===== config.mk =====
export PLATFORM = sky130hd
export DESIGN_NAME = pixel_unpacker
export DESIGN_NICKNAME = d
export VERILOG_FILES = /design/src/rtl/pixel_unpacker.sv
export SDC_FILE = /design/constraint.sdc
export NUM_CORES = 1
export LEC_CHECK = 0
export CAP_MARGIN = 30
export CORE_MARGIN = 8
export CORE_UTILIZATION = 40
export DETAILED_ROUTE_END_ITERATION = 12
export PLACE_DENSITY = 0.61
export SYNTH_ARGS = -nofsm -noshare
export SYNTH_HDL_FRONTEND = slang
export SYNTH_SLANG_ARGS = --single-unit

===== constraint.sdc =====
create_clock -name aclk -period 6.6 [get_ports aclk]
set_input_delay 0.99 -clock aclk [delete_from_list [all_inputs] [get_ports aclk]]
set_output_delay 0.99 -clock aclk [all_outputs]
set_load 0.05 [all_outputs]

===== src/rtl/pixel_unpacker.sv =====
// 32-bit AXI-Stream words (3 words = 4 x 24bpp pixels) to one-pixel valid/ready stream with x/y; 1-cycle latency, stalls input while output is held or P3 pending.
// Define PIXEL_UNPACKER_CHECK_EN to build the sticky sof_err/eol_err framing checks.
module pixel_unpacker #(
  parameter int X_SIZE = 1920,
  parameter int Y_SIZE = 1080
) (
  input  logic        aclk,
  input  logic        aresetn,
  input  logic [31:0] in_stream_tdata,
  input  logic        in_stream_tvalid,
  output logic        in_stream_tready,
  input  logic        in_stream_tlast,
  input  logic        in_stream_tuser,
  input  logic [3:0]  in_stream_tkeep,
  output logic [7:0]  r,
  output logic [7:0]  g,
  output logic [7:0]  b,
  output logic        valid,
  input  logic        ready,
  output logic        sof,
  output logic        eol,
  output logic [10:0] x,
  output logic [10:0] y,
  output logic        sof_err,
  output logic        eol_err,
  input  logic        err_clr
);

  localparam logic [10:0] X_LAST = 11'(X_SIZE - 1);
  localparam logic [10:0] X_PEN  = 11'(X_SIZE - 2);
  localparam logic [10:0] Y_LAST = 11'(Y_SIZE - 1);

  typedef enum logic [1:0] {S_W0, S_W1, S_W2, S_P3} state_t;

  state_t      state, state_nxt;
  logic        run;
  logic        accept, load, as_w0;
  logic [23:0] stash, pix_nxt;
  logic [10:0] cx, cy, px, py;
  logic        unused_ok;

  assign accept = in_stream_tvalid && in_stream_tready;
  // SOF restarts a group regardless of where the FSM currently is.
  assign as_w0  = in_stream_tuser || (state == S_W0);
  assign load   = accept || ((state == S_P3) && (!valid || ready));

  always_ff @(posedge aclk or negedge aresetn) begin
    if (!aresetn) state <= S_W0;
    else          state <= state_nxt;
  end

  always_comb begin
    state_nxt = state;
    if (accept) begin
      if (as_w0)              state_nxt = S_W1;
      else if (state == S_W1) state_nxt = S_W2;
      else                    state_nxt = S_P3;
    end else if ((state == S_P3) && load) begin
      state_nxt = S_W0;
    end
  end

  // run keeps tready low throughout reset and the cycle it is released.
  always_comb begin
    in_stream_tready = run && (state != S_P3) && (!valid || ready);
  end

  always_comb begin
    pix_nxt = stash;
    if (accept) begin
      if (as_w0)              pix_nxt = in_stream_tdata[23:0];
      else if (state == S_W1) pix_nxt = {in_stream_tdata[15:0], stash[7:0]};
      else                    pix_nxt = {in_stream_tdata[7:0], stash[15:0]};
    end
    px = (accept && in_stream_tuser) ? 11'd0 : cx;
    py = (accept && in_stream_tuser) ? 11'd0 : cy;
  end

  always_ff @(posedge aclk or negedge aresetn) begin
    if (!aresetn) begin
      run       <= 1'b0;
      valid     <= 1'b0;
      {r, g, b} <= 24'd0;
      x         <= 11'd0;
      y         <= 11'd0;
      sof       <= 1'b0;
      eol       <= 1'b0;
      cx        <= 11'd0;
      cy        <= 11'd0;
      stash     <= 24'd0;
    end else begin
      run <= 1'b1;
      if (load) begin
        valid     <= 1'b1;
        {r, g, b} <= pix_nxt;
        x         <= px;
        y         <= py;
        sof       <= (px == 11'd0) && (py == 11'd0);
        eol       <= (px == X_LAST);
        if (px == X_LAST) begin
          cx <= 11'd0;
          cy <= (py == Y_LAST) ? 11'd0 : py + 11'd1;
        end else begin
          cx <= px + 11'd1;
          cy <= py;
        end
      end else if (ready) begin
        valid <= 1'b0;
      end
      if (accept) begin
        if (as_w0)              stash <= {16'd0, in_stream_tdata[31:24]};
        else if (state == S_W1) stash <= {8'd0, in_stream_tdata[31:16]};
        else                    stash <= in_stream_tdata[31:8];
      end
    end
  end

`ifdef PIXEL_UNPACKER_CHECK_EN
  logic sof_set, eol_set, eol_word;

  assign sof_set  = accept && (in_stream_tuser ? ((state == S_W1) || (state == S_W2))
                                               : ((state == S_W0) && (cx == 11'd0) && (cy == 11'd0)));
  // Only W2 can finish the last pixel of a line (X_SIZE is a multiple of 4).
  assign eol_word = accept && !as_w0 && (state == S_W2) && (cx == X_PEN);
  assign eol_set  = accept && (in_stream_tlast != eol_word);

  always_ff @(posedge aclk or negedge aresetn) begin
    if (!aresetn) begin
      sof_err <= 1'b0;
      eol_err <= 1'b0;
    end else begin
      sof_err <= sof_set || (sof_err && !err_clr);
      eol_err <= eol_set || (eol_err && !err_clr);
    end
  end

  assign unused_ok = &{1'b0, in_stream_tkeep};
`else
  assign sof_err   = 1'b0;
  assign eol_err   = 1'b0;
  assign unused_ok = &{1'b0, in_stream_tkeep, in_stream_tlast, err_clr};
`endif

endmodule


======== Word-level counts from Yosys, hierarchy flattened ========
Cells that the tools add are included.
word-level totals
  word-level logic and storage cells ...... 52
  output and inout port bits .............. 52
  bits in registers ....................... 98
  input port bits ......................... 43
cells by class
  add/subtract/negate cells ............... 2
  equal/unequal tests ..................... 5
  reductions and logical operators ........ 16
  muxes and demuxes ....................... 16
operators with widths
  cell                                                 count
  two-way mux 24 bit                                   5
  two-way mux 11 bit                                   5
  adder 11 x 1 -> 11 bit, second input constant        2
  equality test 11 bit, second input constant          2
  zero test 11 bit                                     2
  logical AND 1 bit                                    7
  two-way mux 2 bit                                    3
  nonzero test 2 bit                                   2
  logical OR 1 bit                                     3
  two-way mux 1 bit                                    3
  equality test 2 x 1 -> 1 bit, second input constant  1
  equality test 2 bit, second input constant           1
  zero test 2 bit                                      1
  inequality test 2 bit, second input constant         1
  zero test 1 bit                                      1

======== Longest topological paths before layout ========
  depth in word-level cells ............... 9
  gate-level depth with buffers ........... 14
  gate-level depth less buffers ........... 10

======== Worst setup path before layout ========
No wires, ideal clock.
  path kind ............................... input to register
  start ................................... input port ready
  end ..................................... register cy[0]
  stages on the path ...................... 13
  path buffers ............................ 3
  data arrival time ....................... 3.325 ns
  slack ................................... 3.157 ns
  library setup time ...................... 0.118 ns
  cells stage by stage .................... and2b_2 or3_1 buf_6 buf_6 buf_2 nand2_1 inv_1 ha_1 nand2_2 or4_4 o21ai_1 nand2_1 a21o_1
between the ends
  elaborated cells on any way between the ends .. 13
RTL lines
  what                    line  source
  start: declaration      19    input logic ready,
  logical OR 1 bit        65    in_stream_tready = run && (state != S_P3) && (!valid || ready);
  logical AND 1 bit       65
  logical AND 1 bit       42    assign accept = in_stream_tvalid && in_stream_tready;
  logical AND 1 bit       75    px = (accept && in_stream_tuser) ? 11'd0 : cx;
  two-way mux 11 bit      75
  net px[1]               39    logic [10:0] cx, cy, px, py;
  equality test 11 bit    100   if (px == X_LAST) begin
  two-way mux 11 bit      100
  end signal: assignment  102   cy <= (py == Y_LAST) ? 11'd0 : py + 11'd1;
  end signal: assignment  105   cy <= py;
  end: declaration        39
The timed path passes the listed nets, and every way through them passes these cells.
A chain may end at the register's enable or synchronous reset.

======== Worst setup path in the final report ========
  start ................................... input port in_stream_tuser
  end ..................................... register cy[0]
between the ends
  elaborated cells on any way between the ends .. 8
RTL lines
  what                  line  source
  start: declaration    13    input logic in_stream_tuser,
  logical AND 1 bit     75
  two-way mux 11 bit    75
  net px[1]             39
  equality test 11 bit  100
  two-way mux 11 bit    100
The timed path passes the listed nets, and every way through them passes these cells.

==> results.yml <==
outcome:
  status: "completed"
global_routing:
  grt_first_pass_wirelength_mm: 22.2
  grt_busiest_layer: "met2"
  grtUsageTotal: 0.172
  grt_pass1_vias: 4095
  use_met3: 0.0433
  overflow: 0
  gr-usage-met1: 0.213
  antenna_found_initial: 0
  grt_max_degree: 81
  grtUsageMet2: 0.283
placed_design:
  dp_hpwl_mm: 9.96
  place_congestion: 0.856
  portBuffers: 86
  dp_cells: 727
  post-place-ws_ps: 2470
cts:
  cts_buffer_depth: 2
  cts_tree: "done"
  clk_latency_ps: 350
  cts_root_buf: "clkbuf_16"
  numCtsBuffers: 9
  post_cts_buffers: 0
  htree_levels: 3
  ctsHoldBuffers: 0
  cts_sinks: 98
  clk_pin_slew_ps: 60
  cts_resized: 0
floorplan:
  io_pins: 95
  die-area_um2: 16400
  die_w_um: 128
  start_util: 0.404
  fp-row-count: 41
  die_h_um: 128
  coreArea_um2: 12500
power:
  power_mw: 2.45
  powerDensity_nw_per_um2: 391
  irDropWorstVdd_v: 0.000291
  leakage_nw: 2.78
sta:
  rsz0062_at_grt: "false"
  clock_skew_ps: 7.78
  timing.final.crit_share: 0.570
  fin_crit_ps: 3760
  timing.max_slew.rel_slack: 0.449
  hold_viol: 0
  drv_slew: 0
  finalSetupViolCount: 0
  setup_slack_ps: 2840
  worstMarginPinSlew_ps: 826
  tns_ps: 0
  fmaxAchievable_mhz: 266
synthesis:
  ys_types: 57
  yosys_warnings: 0
  syn_inst: 501
  syn_avg_cell_area_um2: 10.0
  synthArstFlopShare: 1.00
  seq_area_frac_synth: 0.487
  netlist_area_um2: 5030
  synth-main-ff-cell: "dfrtp_1"
  synth-seq-cells: 98
  synth_edf_count: 0
critical_path:
  critPathArrivalTime_ps: 4000
  crit_start: "in_stream_tuser"
  path_class: "input port to register"
  cp-start-kind: "input port"
  crit_path_end_kind: "register"
  critPathMaxFanout: 24
  r2r-start: "state[1]$_DFFE_PN0P_"
  cp.required_ps: 6840
cells_and_area:
  drive_gt1_frac: 0.0874
  fill_cells: 1181
  area_growth_pct: 24.5
  fin_nets: 614
  n_antenna_cell: 0
  finalNonFillerCells: 744
drt:
  drt-initial-drc-count: 266
  viasPerCell: 5.69
  wl_mm: 13.9
  dr_total_vias: 4232
  ant_nets: 0
  first_pass_iters: 5
  wl_per_cell_um: 18.7
  drc: 0
flow_run:
  maxCapViolCount: 0
min_path:
  hold_path.class: "register to register"
  worstHoldStart: "stash[0]$_DFFE_PN0N_"
-- where the power goes --
part / internal (mW) / switching (mW)
Sequential: 0.752 / 0.122
Combinational: 0.377 / 0.672
Clock: 0.305 / 0.227
-- registers in the layout, summed over array words and instances, names as in the netlist --
register  flops
x            11
b             8
state         2
sof           1
valid         1
cy           11
r             8
cx           11
y            11
g             8
eol           1
run           1
stash        24
-- synthesized netlist by cell type (6+ instances only) --
library cell | count | share of area
a31oi_1 | 6 | 0.0075
buf_2 | 12 | 0.012
nor2_1 | 28 | 0.021
clkbuf_1 | 14 | 0.010
buf_4 | 6 | 0.0089
nand3_1 | 12 | 0.012
a211oi_1 | 16 | 0.024
a222oi_1 | 8 | 0.016
a22o_1 | 29 | 0.050
a21o_1 | 18 | 0.027
nand4_1 | 11 | 0.014
nand2_1 | 64 | 0.048
o31ai_1 | 12 | 0.018
mux2i_1 | 27 | 0.054
a21oi_1 | 16 | 0.016
o21ai_0 | 30 | 0.030
dfrtp_1 | 98 | 0.49
inv_1 | 6 | 0.0045
o21ai_1 | 12 | 0.012
-- worst paths after layout --
path	end	slack, ps	cells after the start
min in group asynchronous	cy[5]$_DFFE_PN0P_	590	1
min	stash[0]$_DFFE_PN0N_	480	1
min reg2reg	stash[0]$_DFFE_PN0N_	480	1
max in group asynchronous	stash[10]$_DFFE_PN0N_	4830	2
max	cy[0]$_DFFE_PN0P_	2840	12
max reg2reg	cy[0]$_DFFE_PN0P_	3520	11
-- layout by cell type, fill, tap and decap left out, types with 2 or more instances in the layout --
cell and instances:
ha_1 4, nor2_2 2, nor4_1 2, nor4_4 2, mux2i_1 27, o21ai_0 30
nor3_2 3, or4_1 2, a21o_1 18, nand4_1 11, dfrtp_1 98, a211oi_1 16
nand2_1 64, clkinv_2 2, o41ai_1 3, clkbuf_16 9, a222oi_1 8, o21ai_1 12
nor3_1 5, a22o_1 29, buf_4 9, clkdlybuf4s50_1 85, and3_1 3, a31oi_1 6
nand3_1 12, or3_1 2, nand2_2 3, o211ai_1 3, conb_1 3, inv_1 6
nand3_2 2, a21oi_1 16, nor2_1 28, nand2b_1 5, o31ai_1 12, and4_1 3
or4_4 2
-- cell type report --
cell class | count | area, µm² | share of cell area
Clock buffer | 10 | 239 | 0.0381
Clock inverter | 6 | 65.1 | 0.0104
Sequential cell | 98 | 2450 | 0.391
Timing Repair Buffer | 95 | 933 | 0.149
Tap cell | 172 | 215 | 0.0343
Inverter | 7 | 26.3 | 0.00419
Multi-Input combinational cell | 356 | 2340 | 0.373
-- logic make-up after synthesis --
logic type,count (synthesis),share of synthesized area
other cells,2,0.00149
fa+ha+maj,4,0.00994
buf+inv,48,0.0492
simple gates,160,0.169
compound gates,162,0.229
mux,27,0.0537
flops,98,0.487
-- per-layer routing --
layer	share of wire	routed length, µm
met5	0	0
met4	0.025	348
met2	0.50	6920
met1	0.42	5850
met3	0.056	780
-- metrics by stage --
step | utilization | hold WS (ps) | cell area, µm²
after floorplan | - | 449 | 5040
after global placement | 0.476 | 460 | 5940
after detailed placement | 0.478 | 466 | 5960
after CTS | 0.502 | 482 | 6260
after global routing | 0.503 | 492 | 6270
final | 0.503 | 479 | 6270
-- critical path: stages --
cell and delay, ps:
clkdlybuf4s50_1 500, nand3_1 180, or3_1 120, buf_4 270, nand2_1 140, inv_1 70, ha_1 230, nand2_2 120
or4_4 580, o21ai_1 440, nand2_1 140, a21o_1 200
Note: power is estimated with default switching activity, not from simulation.
